[src/rtl/uart_rx.sv]
// UART receiver: 8N1 frames, 2-flop synchronized input, mid-bit sampling.
// Delivers each good byte as a one-cycle rvalid pulse; bad stop bits raise frame_err.
module uart_rx #(
    parameter int CLKS_PER_BIT = 16
) (
    input  logic       clk,
    input  logic       reset_n,
    input  logic       rxd,
    output logic [7:0] rdata,
    output logic       rvalid,
    output logic       frame_err,
    output logic       busy
);

    localparam int CNT_W = $clog2(CLKS_PER_BIT);
    localparam logic [CNT_W-1:0] CNT_LAST = CNT_W'(CLKS_PER_BIT - 1);
    localparam logic [CNT_W-1:0] CNT_HALF = CNT_W'(CLKS_PER_BIT / 2 - 1);

    typedef enum logic [1:0] {
        IDLE  = 2'd0,
        START = 2'd1,
        DATA  = 2'd2,
        STOP  = 2'd3
    } state_t;

    state_t           state;
    logic             rxd_meta;
    logic             rxd_s;
    logic             rxd_prev;
    logic             fall;
    logic [CNT_W-1:0] clk_cnt;
    logic [2:0]       bit_cnt;
    logic [7:0]       shift;

    // Flops reset to the idle line level so reset release never looks like a start edge.
    always_ff @(posedge clk or negedge reset_n) begin
        if (!reset_n) begin
            rxd_meta <= 1'b1;
            rxd_s    <= 1'b1;
            rxd_prev <= 1'b1;
        end else begin
            rxd_meta <= rxd;
            rxd_s    <= rxd_meta;
            rxd_prev <= rxd_s;
        end
    end

    assign fall = rxd_prev & ~rxd_s;
    assign busy = (state != IDLE);

    always_ff @(posedge clk or negedge reset_n) begin
        if (!reset_n) begin
            state     <= IDLE;
            clk_cnt   <= '0;
            bit_cnt   <= '0;
            shift     <= '0;
            rdata     <= '0;
            rvalid    <= 1'b0;
            frame_err <= 1'b0;
        end else begin
            rvalid    <= 1'b0;
            frame_err <= 1'b0;
            case (state)
                IDLE: begin
                    if (fall) begin
                        state   <= START;
                        clk_cnt <= '0;
                    end
                end
                START: begin
                    if (clk_cnt == CNT_HALF) begin
                        clk_cnt <= '0;
                        bit_cnt <= '0;
                        state   <= rxd_s ? IDLE : DATA;
                    end else begin
                        clk_cnt <= clk_cnt + 1'b1;
                    end
                end
                DATA: begin
                    if (clk_cnt == CNT_LAST) begin
                        clk_cnt <= '0;
                        shift   <= {rxd_s, shift[7:1]};
                        if (bit_cnt == 3'd7) begin
                            state <= STOP;
                        end else begin
                            bit_cnt <= bit_cnt + 3'd1;
                        end
                    end else begin
                        clk_cnt <= clk_cnt + 1'b1;
                    end
                end
                STOP: begin
                    // Leaving mid-stop-bit lets a back-to-back start edge be caught.
                    if (clk_cnt == CNT_LAST) begin
                        clk_cnt <= '0;
                        state   <= IDLE;
                        if (rxd_s) begin
                            rdata  <= shift;
                            rvalid <= 1'b1;
                        end else begin
                            frame_err <= 1'b1;
                        end
                    end else begin
                        clk_cnt <= clk_cnt + 1'b1;
                    end
                end
                default: state <= IDLE;
            endcase
        end
    end

endmodule
[config.mk]
export PLATFORM = sky130hd
export DESIGN_NAME = uart_rx
export DESIGN_NICKNAME = d
export VERILOG_FILES = /design/src/rtl/uart_rx.sv
export SDC_FILE = /design/constraint.sdc
export NUM_CORES = 1
export LEC_CHECK = 0
export CORE_MARGIN = 2
export CORE_UTILIZATION = 52
export CTS_CLUSTER_SIZE = 30
export DETAILED_ROUTE_END_ITERATION = 10
export PLACE_DENSITY = 0.85
export SYNTH_ARGS = -nofsm -noshare
export SYNTH_HDL_FRONTEND = slang
export SYNTH_SLANG_ARGS = --single-unit
[constraint.sdc]
create_clock -name clk -period 4.05 [get_ports clk]
set_input_delay 0.81 -clock clk [delete_from_list [all_inputs] [get_ports clk]]
set_output_delay 0.81 -clock clk [all_outputs]
set_load 0.02 [all_outputs]
==> reports/qor.yml, run 1 <==
p_int_mw: 0.5610
initial_core_util_pct: 53.86
cellPowerDensity_nw_per_um2: 527.6
synth_area_um2: 1310
cts_buffer_depth: 2
grt_max_degree: 31
crit_path_end_kind: "primary output"
rsz0062_at_grt: "false"
drt-met1-wl_um: 880
run_status: "completed"
drc: 0
min_path_cells: 0
htreeDepth: 2
ys_ff_latch: 30
wl_mm: 1.916
grt_usage_pct: 15.79
maxCapViolations: 0
power_frac_seq_pct: 50.1
synth_commonest_cells: "27 x dfrtp_1, 16 x mux2_2, 5 x nand2_1"
route.met3.wl_um: 100
hp-class: "reg -> reg"
dr.pass1.iters: 4
drtAntennaViolNets: 0
rows: 18
fin_util_pct: 62.71
post_drt_wl_per_cell_um: 13.59
power.share.clock_pct: 28.5
die_h_um: 54.19
fp.coreArea_um2: 2432
cts_resized: 0
drt_first_iter_violations: 15
clkTransAtPathRegs_ps: 100
ir_worst_vdd_v: 0.0003989
cts_root_buffer: "clkbuf_4"
slew_viol_final: 0
finalCriticalPeriod_ps: 2637
first_global_vias: 700
start_kind: "flop"
grt_antenna_before_repair: 0
cts_tree: "yes"
synthTopCellsByArea: "dfrtp_1 52%, mux2_2 14%, dfstp_2 6.0%"
drive_gt1_share_pct: 30.63
post-dp-hpwl_mm: 1.320
hold_viol_final: 0
clock_latency_ps: 330
relSlewSlack_pct: 75.97
worstPathRequired_ps: 3240
syn_inst: 94
reg2regPathDepth: 4
port_buffers: 13
setup_violations: 0
synth.most_common_cell: "dfrtp_1"
dr_wl_met2_um: 900
yosysSeqAreaShare_pct: 57.59
synth-edff-count: 0
yosysWarnings: 0
layout.nets: 116
ys_types: 34
setup_tns_ps: 0
mappedNetlistNets: 100
highest_layer: "met4"
tightest_slew_ps: 360.5
yosysTopAreaCell: "dfrtp_1"
crit_arrival_ps: 1830
gp_congestion: 0.8192
combPwrFrac_pct: 21.5
async_flop_share_pct: 100.0
area.growth.synth_to_final_pct: 16.43
die_w_um: 54.19
clock_sinks: 30
ys.flop_type: "dfrtp_1"
io_pins: 14
crit_type: "reg -> out"
power.switching_mw: 0.2436
skew_ps: 9.556
grt_pass1_wl_mm: 3.125
grt-ovfl-total: 0
critPathMaxFanout: 13
synth_area_per_cell_um2: 13.94
dieArea_um2: 2937
synth_top_area_share_pct: 51.58
cts_hold_buf: 0
swShare_pct: 30.28
cts_setup_buffers: 0
drt-vias-per-instance: 5.418
antennaDiodeCount: 0
fmax_mhz: 379.3
numCtsBuffers: 5
fin_crit_sh_pct: 65.10
vias: 764
power.leakage_nw: 0.7145
registers in the layout, indices dropped and copies added, names as in the netlist, 3 cells and up, named ones only:
signal	cells
bit_cnt	3
shift	8
clk_cnt	4
rdata	8
worst paths after layout:
check                                             to  slack, ps                   start
worst max-delay path                            busy       1410    state[0]$_DFFE_PN0P_
worst min-delay path                 rxd_s$_DFF_PN1_        360      rxd_meta$_DFF_PN1_
worst max register to register  rdata[5]$_DFFE_PN0P_       2350  clk_cnt[0]$_DFFE_PN0P_
worst min register to register       rxd_s$_DFF_PN1_        360      rxd_meta$_DFF_PN1_
max in group asynchronous         rxd_meta$_DFF_PN1_       2890                 reset_n
min in group asynchronous        frame_err$_DFF_PN0_        840                 reset_n
placed cells by master, fill, tap and decap left out, types with 2 or more instances in the layout:
master	instances
dfstp_2	3
inv_1	3
a41oi_1	2
ha_1	3
clkdlybuf4s50_1	13
nor2_4	2
mux2i_1	2
a22o_1	2
clkinv_2	2
nand2_1	5
mux2_4	2
nand2b_1	2
or2_1	2
mux2_2	16
dfrtp_1	27
clkbuf_4	5
logic make-up (layout without fill, tap and decap cells):
group / count (synthesis) / after routing / synth area share [%]
AO/OA/AOI/OAI: 12 / 12 / 7.163
XOR/XNOR: 1 / 1 / 0.6687
adder cells (fa/ha/maj): 3 / 3 / 2.866
buffers and inverters: 8 / 25 / 3.724
flip-flops: 30 / 30 / 57.59
multiplexers: 20 / 20 / 17.57
AND/OR/NAND/NOR: 20 / 20 / 10.41
per-stage QoR:
| step | hold WS (ps) | setup slack (ps) | cell area, um^2 | power [mW] | std cells |
|---|---|---|---|---|---|
| after global routing | 364.8 | 1256 | 1525 | 0.8620 | 141 |
| after floorplan | 345.2 | 2395 | 1310 | 0.5624 | 94 |
| after detailed placement | 348.7 | 1772 | 1448 | 0.5833 | 133 |
| after global placement | 346.2 | 1813 | 1448 | 0.5758 | 133 |
| final | 360.4 | 1413 | 1525 | 0.8047 | 141 |
| after CTS | 361.4 | 1388 | 1525 | 0.8173 | 141 |
per-layer routing:
layer / track usage, % / up-vias
met4: 7.500 / 0
met1: 19.71 / 376
li1: - / 368
met3: 7.778 / 5
met5: 0 / -
met2: 22.69 / 15
cell type report:
cell class	instances	area, um^2
Fill cell	183	907.1
Sequential cell	30	754.5
Multi-Input combinational cell	56	506.7
Timing Repair Buffer	14	137.6
Clock inverter	3	40.04
Clock buffer	5	37.54
Tap cell	30	37.54
Inverter	3	11.26
power by group through the flow:
stage | logic (mW) | registers (mW) | clock network (mW)
2_1_floorplan | 0.198 | 0.364 | 0
3_3_place_gp | 0.171 | 0.404 | 0
3_5_place_dp | 0.174 | 0.409 | 0
4_1_cts | 0.175 | 0.403 | 0.239
5_1_grt | 0.194 | 0.412 | 0.256
6_report | 0.173 | 0.403 | 0.229
worst max-delay path, stage by stage, from the launching register on:
cell and delay (ps):
dfrtp_1 570, or2_1 280, clkdlybuf4s50_1 640
Power figures use the tool's default switching activity.
==> run 2, diff against run 1 <==
- clock period: 4.05 -> 2.6 ns (I/O delays scaled with it)
==> reports/qor.yml, run 2 (synthesized netlist as in run 1, its figures left out) <==
hold_viol_final: 0  # unchanged
ir_worst_vdd_v: 0.0005924  # was 0.0003989 V
grt-ovfl-total: 0  # unchanged
drt-vias-per-instance: 5.454  # was 5.418
io_pins: 14  # unchanged
critPathMaxFanout: 13  # unchanged
antennaDiodeCount: 0  # unchanged
cellPowerDensity_nw_per_um2: 793.1  # was 527.6 nW/um^2
fillers: 197  # was 183
drtAntennaViolNets: 0  # unchanged
start_kind: "flop"  # unchanged
reg_top3: "rdata: 8 flops, shift: 8 flops, clk_cnt: 4 flops"  # unchanged
reg2reg_slack_ps: 910  # was 2350 ps
htreeDepth: 2  # unchanged
layout.nets: 116  # unchanged
ff_latch_area_um2: 754.5  # unchanged
worstPathRequired_ps: 2080  # was 3240 ps
grt_pass1_wl_mm: 3.325  # was 3.125 mm
grt_max_degree: 31  # unchanged
drt_first_iter_violations: 12  # was 15
rows: 18  # unchanged
critPathMaxStageDelay_ps: 640  # about the same
cts_root_buffer: "clkbuf_4"  # unchanged
run_status: "completed"  # unchanged
post-dp-hpwl_mm: 1.327  # was 1.320 mm
tightest_slew_ps: 364.7  # was 360.5 ps
cts_buffer_depth: 2  # unchanged
multi_input_area_um2: 506.7  # unchanged
gp_congestion: 0.7721  # was 0.8192
skew_ps: 7.325  # was 9.556 ps
clkTransAtPathRegs_ps: 90  # was 100 ps
crit_arrival_ps: 1830  # about the same
post_drt_wl_per_cell_um: 14.01  # was 13.59 um
path_cells: "or2_1, clkdlybuf4s50_1"  # unchanged
grt_usage_pct: 16.93  # was 15.79%
reg2regPathDepth: 4  # unchanged
crit_path_end_kind: "primary output"  # unchanged
die_w_um: 54.19  # unchanged
finalCriticalPeriod_ps: 2346
crit_type: "reg -> out"  # unchanged
mostFrequentLayoutCells: "27 x dfrtp_1, 16 x mux2_2, 13 x clkdlybuf4s50_1"  # unchanged
drive_gt1_share_pct: 29.73  # was 30.63%
cts_tree: "yes"  # unchanged
setup_violations: 0  # unchanged
clock_latency_ps: 330  # about the same
port_buffers: 13  # unchanged
die_h_um: 54.19  # unchanged
r2r-end: "rdata[5]$_DFFE_PN0P_"  # unchanged
clock_sinks: 30  # unchanged
maxCapViolations: 0  # unchanged
final_common_cell: "dfrtp_1"  # unchanged
hp-start: "rxd_meta$_DFF_PN1_"  # unchanged
cts_setup_buffers: 0  # unchanged
cts_hold_buf: 0  # unchanged
final_area_um2: 1508  # was 1525 um^2
slew_viol_final: 0  # unchanged
power.leakage_nw: 0.7048  # was 0.7145 nW
wl_mm: 1.975  # was 1.916 mm
hp-class: "reg -> reg"  # unchanged
place_area_um2: 1448  # unchanged
relSlewSlack_pct: 75.69  # was 75.97%
cts_resized: 0  # unchanged
area.growth.synth_to_final_pct: 15.09  # was 16.43%
grt_antenna_before_repair: 0  # unchanged
drc: 0  # unchanged
min_path_cells: 0  # unchanged
rsz0062_at_grt: "false"  # unchanged
initial_core_util_pct: 53.86  # unchanged
fp.coreArea_um2: 2432  # unchanged
numCtsBuffers: 5  # unchanged
r2r_start: "clk_cnt[0]$_DFFE_PN0P_"  # unchanged
fin_crit_sh_pct: 90.21
vias: 769  # was 764
first_global_vias: 728  # was 700
whs_endpoint: "rxd_s$_DFF_PN1_"  # unchanged
setup_tns_ps: 0  # unchanged
fmax_mhz: 426.3
dr.pass1.iters: 3  # was 4
dieArea_um2: 2937  # unchanged
crit_path_top_delay_cell: "clkdlybuf4s50_1"  # unchanged
==> run 2: layout make-up <==
| cell class | instances | share of cell area (%) |
|---|---|---|
| multi-input cells | 56 | 33.61 |
| inverters | 3 | 0.7469 |
| clock buffers | 7 | 3.651 |
| repair buffers | 14 | 9.129 |
| flip-flops and latches | 30 | 50.04 |
| clock inverters | 1 | 0.3319 |
| well taps | 30 | 2.490 |
==> run 2: per-stage QoR <==
stage          instances  total power [mW]  hold slack [ps]  utilization (%)  setup WS, ps
5_1_grt              141             1.279            365.1            61.99         152.4
4_1_cts              141             1.206            361.1            61.99         258.4
2_1_floorplan         94            0.8761            224.4                -          1089
6_report             141             1.196            359.4            61.99         254.5
3_5_place_dp         133            0.9117            348.4            59.52         617.8
3_3_place_gp         133            0.8954            346.4            59.52         652.6
==> run 2: power breakdown <==
| part | leakage [nW] | internal (mW) | switching, mW |
|---|---|---|---|
| registers | 0.394 | 0.529 | 0.0998 |
| clock network | 0.0353 | 0.131 | 0.155 |
| logic | 0.276 | 0.146 | 0.135 |
| total | 0.705 | 0.806 | 0.390 |
==> run 2: metal layers <==
metal  GRT usage (%)  up-vias  part of all wire, %
met1           22.16      380                   44
met4           7.500        0                  1.6
met3           7.778        3                  5.1
met5               0        -                    0
li1                -      370                    -
met2           23.90       16                   49
==> run 2: worst max-delay path, delay by kind of cell (launching register included) <==
family | cells | cell delay [ps]
buffers and inverters | 1 | 640
flip-flops | 1 | 570
AND/OR/NAND/NOR | 1 | 280
==> run 2: worst max-delay path by stage <==
stage / startpoint / endpoint / cells past startpoint / slack [ps]
floorplan: clk_cnt[0]$_DFFE_PN0P_ / rdata[0]$_DFFE_PN0P_ / 4 / 1090
global placement: state[0]$_DFFE_PN0P_ / busy / 2 / 650
detailed placement: state[0]$_DFFE_PN0P_ / busy / 2 / 620
CTS: state[0]$_DFFE_PN0P_ / busy / 2 / 260
global route: state[0]$_DFFE_PN0P_ / busy / 2 / 150
finish: state[0]$_DFFE_PN0P_ / busy / 2 / 250
